==> config.mk <==
export PLATFORM = sky130hd
export DESIGN_NAME = goertzel_sequencer
export DESIGN_NICKNAME = d
export VERILOG_FILES = /design/src/rtl/goertzel_pkg.sv /design/src/rtl/goertzel_mult.sv /design/src/rtl/goertzel_sequencer.sv
export SDC_FILE = /design/constraint.sdc
export NUM_CORES = 2
export LEC_CHECK = 0
export ABC_CLOCK_PERIOD_IN_PS = 15900
export CORE_MARGIN = 2
export CORE_UTILIZATION = 60
export DETAILED_ROUTE_END_ITERATION = 8
export GPL_TIMING_DRIVEN = 0
export PLACE_DENSITY = 0.78
export SYNTH_ARGS = -nofsm -noshare
export SYNTH_HDL_FRONTEND = slang
export SYNTH_SLANG_ARGS = --single-unit
==> constraint.sdc <==
create_clock -name clk -period 15.9 [get_ports clk]
set_clock_uncertainty 0.1 [all_clocks]
set_input_delay 3.18 -clock clk [delete_from_list [all_inputs] [get_ports clk]]
set_output_delay 3.18 -clock clk [all_outputs]
set_load 0.01 [all_outputs]
==> src/rtl/goertzel_pkg.sv <==
// Shared types and widths for the four-bin Goertzel engine.
package goertzel_pkg;

    typedef enum logic [1:0] {
        IDLE,
        ITER,
        POW,
        OUT
    } state_t;

    localparam int SAMPLE_W = 16;
    localparam int STATE_W  = 32;
    localparam int POWER_W  = 64;
    localparam int COEFF_W  = 16;
    localparam int Q_FRAC   = 14;

endpackage

==> src/rtl/goertzel_mult.sv <==
// Shared signed 32x32->64 multiplier, purely combinational (zero latency).
// No flow control: operands are muxed by the parent every cycle.
module goertzel_mult
    import goertzel_pkg::*;
(
    input  logic signed [STATE_W-1:0]   a,
    input  logic signed [STATE_W-1:0]   b,
    output logic signed [POWER_W-1:0]   product
);

    assign product = a * b;

endmodule

==> src/rtl/goertzel_sequencer.sv <==
// Time-multiplexed four-bin Goertzel engine: 4 cycles per sample, +17 cycles for powers.
// sample_ready is high only in IDLE; samples offered while busy wait for the next IDLE cycle.
module goertzel_sequencer
    import goertzel_pkg::*;
#(
    parameter int                          BLOCK_LEN = 205,
    parameter int                          CNT_W     = 8,
    parameter logic signed [COEFF_W-1:0]   COEFF_1   = 16'sd0,
    parameter logic signed [COEFF_W-1:0]   COEFF_2   = 16'sd0,
    parameter logic signed [COEFF_W-1:0]   COEFF_3   = 16'sd0,
    parameter logic signed [COEFF_W-1:0]   COEFF_4   = 16'sd0
) (
    input  logic                    clk,
    input  logic                    reset,
    input  logic                    clear,
    input  logic [SAMPLE_W-1:0]     sample,
    input  logic                    sample_valid,
    output logic                    sample_ready,
    output logic [POWER_W-1:0]      power_1,
    output logic [POWER_W-1:0]      power_2,
    output logic [POWER_W-1:0]      power_3,
    output logic [POWER_W-1:0]      power_4,
    output logic                    advance,
    output logic                    busy
);

    state_t                     state;
    state_t                     state_nxt;
    logic [1:0]                 bin;
    logic [1:0]                 phase;
    logic [CNT_W-1:0]           n;
    logic signed [SAMPLE_W-1:0] x;
    logic signed [STATE_W-1:0]  s1 [4];
    logic signed [STATE_W-1:0]  s2 [4];
    logic signed [STATE_W-1:0]  t;
    logic signed [POWER_W-1:0]  acc;
    logic [POWER_W-1:0]         shadow [3];
    logic [POWER_W-1:0]         power_q [4];

    logic signed [STATE_W-1:0]  coeff;
    logic signed [STATE_W-1:0]  mul_a;
    logic signed [STATE_W-1:0]  mul_b;
    logic signed [POWER_W-1:0]  prod;
    logic signed [STATE_W-1:0]  prod_q;
    logic signed [STATE_W-1:0]  s_new;
    logic [POWER_W-1:0]         pow_last;
    logic                       last_sample;
    logic                       pow_done;

    always_comb begin
        coeff = '0;
        case (bin)
            2'd0:    coeff = STATE_W'(COEFF_1);
            2'd1:    coeff = STATE_W'(COEFF_2);
            2'd2:    coeff = STATE_W'(COEFF_3);
            default: coeff = STATE_W'(COEFF_4);
        endcase
    end

    // Operand mux: one product per cycle in ITER/POW, tied to zero otherwise.
    always_comb begin
        mul_a = '0;
        mul_b = '0;
        if (state == ITER) begin
            mul_a = coeff;
            mul_b = s1[bin];
        end else if (state == POW) begin
            case (phase)
                2'd0:    begin mul_a = s1[bin]; mul_b = s1[bin]; end
                2'd1:    begin mul_a = s2[bin]; mul_b = s2[bin]; end
                2'd2:    begin mul_a = coeff;   mul_b = s1[bin]; end
                default: begin mul_a = t;       mul_b = s2[bin]; end
            endcase
        end
    end

    goertzel_mult u_mult (
        .a       (mul_a),
        .b       (mul_b),
        .product (prod)
    );

    // Arithmetic shift by Q_FRAC then truncate to 32 bits is just this bit slice.
    assign prod_q      = prod[Q_FRAC+STATE_W-1:Q_FRAC];
    assign s_new       = STATE_W'(x) + prod_q - s2[bin];
    assign pow_last    = acc - prod;
    assign last_sample = (n == CNT_W'(BLOCK_LEN - 1));
    assign pow_done    = (phase == 2'd3) && (bin == 2'd3);

    always_ff @(posedge clk or negedge reset) begin
        if (!reset) begin
            state <= IDLE;
        end else begin
            state <= state_nxt;
        end
    end

    always_comb begin
        state_nxt = state;
        if (clear) begin
            state_nxt = IDLE;
        end else begin
            case (state)
                IDLE:    if (sample_valid) state_nxt = ITER;
                ITER:    if (bin == 2'd3) state_nxt = last_sample ? POW : IDLE;
                POW:     if (pow_done) state_nxt = OUT;
                default: state_nxt = IDLE;
            endcase
        end
    end

    always_ff @(posedge clk or negedge reset) begin
        if (!reset) begin
            bin   <= '0;
            phase <= '0;
            n     <= '0;
            x     <= '0;
            t     <= '0;
            acc   <= '0;
            for (int i = 0; i < 4; i++) begin
                s1[i]      <= '0;
                s2[i]      <= '0;
                power_q[i] <= '0;
            end
            for (int i = 0; i < 3; i++) shadow[i] <= '0;
        end else if (clear) begin
            bin   <= '0;
            phase <= '0;
            n     <= '0;
            t     <= '0;
            acc   <= '0;
            for (int i = 0; i < 4; i++) begin
                s1[i] <= '0;
                s2[i] <= '0;
            end
            for (int i = 0; i < 3; i++) shadow[i] <= '0;
        end else begin
            case (state)
                IDLE: begin
                    if (sample_valid) begin
                        x   <= sample;
                        bin <= '0;
                    end
                end
                ITER: begin
                    s2[bin] <= s1[bin];
                    s1[bin] <= s_new;
                    bin     <= bin + 2'd1;
                    if (bin == 2'd3) n <= last_sample ? '0 : n + 1'b1;
                end
                POW: begin
                    phase <= phase + 2'd1;
                    case (phase)
                        2'd0: acc <= prod;
                        2'd1: acc <= acc + prod;
                        2'd2: t   <= prod_q;
                        default: begin
                            bin <= bin + 2'd1;
                            // Last bin bypasses its shadow so power_* is already valid during OUT.
                            if (bin == 2'd3) begin
                                for (int i = 0; i < 3; i++) power_q[i] <= shadow[i];
                                power_q[3] <= pow_last;
                            end else begin
                                shadow[bin] <= pow_last;
                            end
                        end
                    endcase
                end
                default: begin
                    for (int i = 0; i < 4; i++) begin
                        s1[i] <= '0;
                        s2[i] <= '0;
                    end
                end
            endcase
        end
    end

    assign sample_ready = (state == IDLE);
    assign busy         = (state != IDLE);
    assign advance      = (state == OUT) && !clear;
    assign power_1      = power_q[0];
    assign power_2      = power_q[1];
    assign power_3      = power_q[2];
    assign power_4      = power_q[3];

endmodule

==> impl_results.md <==
- R2r worst-path depth: 38
- First-pass GRT wire length: between 400,000 and 500,000 um
- Starting Density: 0.604
- Fin nets: 10,300
- CTS Buffer Depth: 3
- Minimum clock period: 15,800 ps
- Setup Crit Path Kind: reg -> reg
- Core area: 129,000 um2
- Routed vias/inst: about 6.2
- Drt pass-1 iters: 9
- H-Tree Depth: 3
- Total clock buffers created by CTS: 87
- P_sw: 2320 uW
- IO buf count: 277
- Critical Path Sink Type: flop
- Finished Core Util: 0.669
- Drt wl/cell: about 28 um
- Internal: 3910 uW
- Hold Path Cell Cnt: 2
- Hold path startpoint: shadow[113]
- Dominant cell by count in the synthesized netlist: nand2_1
- Net Sw Frac: 0.372
- RSZ-0062 raised after global routing: false
- Hold Slack: 345 ps
- Hold_buf cts: 0
- Fin crit share: 0.994
- Share of post-route cells with drive strength above 1: 0.0415
- Syn Nets: 9,911
- Setup crit start kind: flop
- Synth Warn #: 0
- Synth Instances: 8,409
- Starting DRT DRC Count: about 8,100
- Setup violators final: 0
- Worst Hold Class: reg -> reg
- Post-CTS Setup Repair Bufs: 0
- Max Fclk: 63.3 MHz
- Lkg Pwr: 0.0404 uW
- Final count of hold timing violations: 0
- Slew @ Worst Pin: 1520 ps
- Worst-path clk slew: roughly 60 ps
- Cell taking the most area after synthesis: fa_1
- Failing checks: max-capacitance violations, max-slew violations
- Critical path's slowest cell: and2_1
- Flop pwr share: 0.353
- Initial antenna violation count: 7
- Max FO, Critical Path: 11
- Clock Latency Late Sink: 730 ps
- Sequential fraction of the synthesis area: 0.266
- Mapped cell area: 78,100 um2
- Post-synth EDFFs: 0
- Yosys reg bits: 830
- DRC: 0
- Cell area after placement: around 83,000 um2
- Slew Viols, Final: 6
- Chip height: 365 um
- Vias in the first global route: 66,600
- Die Footprint: 133,000 um2
- Detailed placer's ending HPWL: approximately 240,000 um
- Critical Path RT: 16,340 ps
- RePlAce Congestion: 1.10
- Reg2reg setup slack: 100 ps
- Power per standard cell area: between 70 and 80 nW/um2
- Reg2reg end: s1[29]
- Largest net degree at the start of global routing: 128
- Grt ovf: 0
- Clock share of power: 0.342
- Gr usage total: 0.447
- Area grow syn2layout: 10.7%
- # rows: 132
- Fraction of registers with async set/reset: 1.00
- Via count: between 60,000 and 70,000
- CTS tree: built
- Antenna viol nets, final: 0
- Synthesized area per cell: 9.29 um2
- Post-synth top area share: 0.286
- Worst EP arrival: 16,240 ps
- Post-detailed-routing wire length: 293,000 um
- Clock Tree Root: clkbuf_16
- Status: complete, but fails checks
- Max_cap viols: 2
- Ranking of synthesized cells by area: fa_1 29%, dfrtp_1 27%, nand2_1 8.0%, ha_1 5.9%, inv_1 5.5%
- Post-layout instance area: 86,500 um2
- Reg-to-Reg Start: state[0]
- Top-level I/O count: 279
- Post-synth top flop: dfrtp_1
- Die Wd: 365 um
- Top cells by count, synth: 1,671 x nand2_1, 1,147 x inv_1, 1,116 x fa_1, 830 x dfrtp_1, 677 x nor2_1
- CTS sink count: 830
- Setup TNS: 0 ps
- End of the worst hold path: power_2[49]
- Fillers: 10,400
- CP most frequent cell: fa_1
- Combinational power share: 0.305
- Slew HR: -0.0215
- Crit. Startpoint: state[0]
- Final Power: 6230 uW
- Maximum vdd drop: 0.000128 V
- Slowest stage delay, CP: approximately 940 ps
- Library cells used by synthesis: 96
## sequential cells by signal, indices dropped and copies added, names as in the netlist
register / flops
n: 8
power_1: 64
x: 16
s1: 128
shadow: 192
t: 32
state: 2
phase: 2
bin: 2
power_4: 64
power_2: 64
s2: 128
power_3: 64
acc: 64
## cell usage in the layout, fill, tap and decap left out, types with 17 or more instances in the layout
cell             instances
a22oi_1                 56
a21oi_1                260
a31oi_1                 22
a211oi_1                22
nand4_1                 37
nand2b_1                29
buf_1                   26
ha_1                   366
dfrtp_1                829
o211ai_1                22
fa_1                  1116
a22o_1                 260
inv_1                 1147
o31ai_1                 22
nor2b_1                 32
mux4_2                  64
clkbuf_1               403
o21ai_1                 24
clkbuf_16               87
a21o_1                  54
mux2i_1                 38
nand2_1               1667
buf_2                   40
nand3_1                 47
mux2_2                  19
clkbuf_8                20
nor2_1                 677
o21bai_1                53
xor2_1                  38
clkdlybuf4s50_1        276
xnor2_1                174
and2_1                  84
clkbuf_2                17
o21ai_0                489
nor3_1                  55
## per-stage QoR
stage,instances,setup WS (ps)
floorplan,8409,4120
global placement,10400,-24370
CTS,10600,22.5
detailed placement,10400,-500
global route,10600,38.0
finish,10600,95.2
## critical path, delay by kind of cell, from the launching register on
kind            cells  cell delay, ps
compound gates      8            2710
flops               1             450
buf+inv             6            2560
xor+xnor            1             930
fa+ha+maj          12            6010
simple gates       11            2840
## how the worst max path moves through the flow
| stage | endpoint | slack, ps |
|---|---|---|
| after detailed placement | acc[59] | -500 |
| after floorplan | power_4[63] | 4120 |
| after global routing | acc[59] | 40 |
| final | s1[29] | 100 |
| after CTS | acc[59] | 20 |
| after global placement | s1[88] | -24370 |
## power by group through the flow
stage / Combinational, uW / Clock [uW] / Sequential (uW)
detailed placement: 1820 / 0 / 2230
CTS: 1830 / 2130 / 2190
global placement: 1770 / 0 / 2240
global route: 1990 / 2220 / 2200
finish: 1900 / 2130 / 2200
floorplan: 1110 / 0 / 2220
## final cells by class
cell class,count,area [um2],share of cell area
Multi-Input combinational cell,5954,51400,0.594
Sequential cell,830,20800,0.240
Inverter,1153,4330,0.0500
Timing Repair Buffer,287,3010,0.0347
Clock buffer,130,2530,0.0292
Tap cell,1742,2180,0.0252
Buffer,469,1860,0.0215
Clock inverter,29,450,0.00521
Antenna cell,2,5.00,0.0000578
## kinds of logic (layout without fill, tap and decap cells)
kind of cell	Yosys count	in the layout	share of synthesized area
AOI/OAI and AO/OA	1413	1413	0.118
xor gates and xnor gates	226	226	0.0255
adders and majority gates	1482	1482	0.344
buffers and inverters	1625	2068	0.0790
DFF	830	830	0.266
muxes	121	121	0.0260
other	0	2	0
and+or+nand+nor	2712	2712	0.141
## routing by layer
layer	vias up	track usage	routed length (um)	share of wire
met5	-	0.0142	324	0.0011
li1	27400	-	-	-
met1	33100	0.582	109000	0.37
met3	986	0.153	38200	0.13
met2	4395	0.651	124000	0.42
met4	16	0.260	21400	0.073
## repair_timing
item,in CTS,in global routing
pin swaps,0,0
setup endpoints to repair,55,117
resized for setup,8,55
Note: power is estimated with default switching activity, not from simulation.
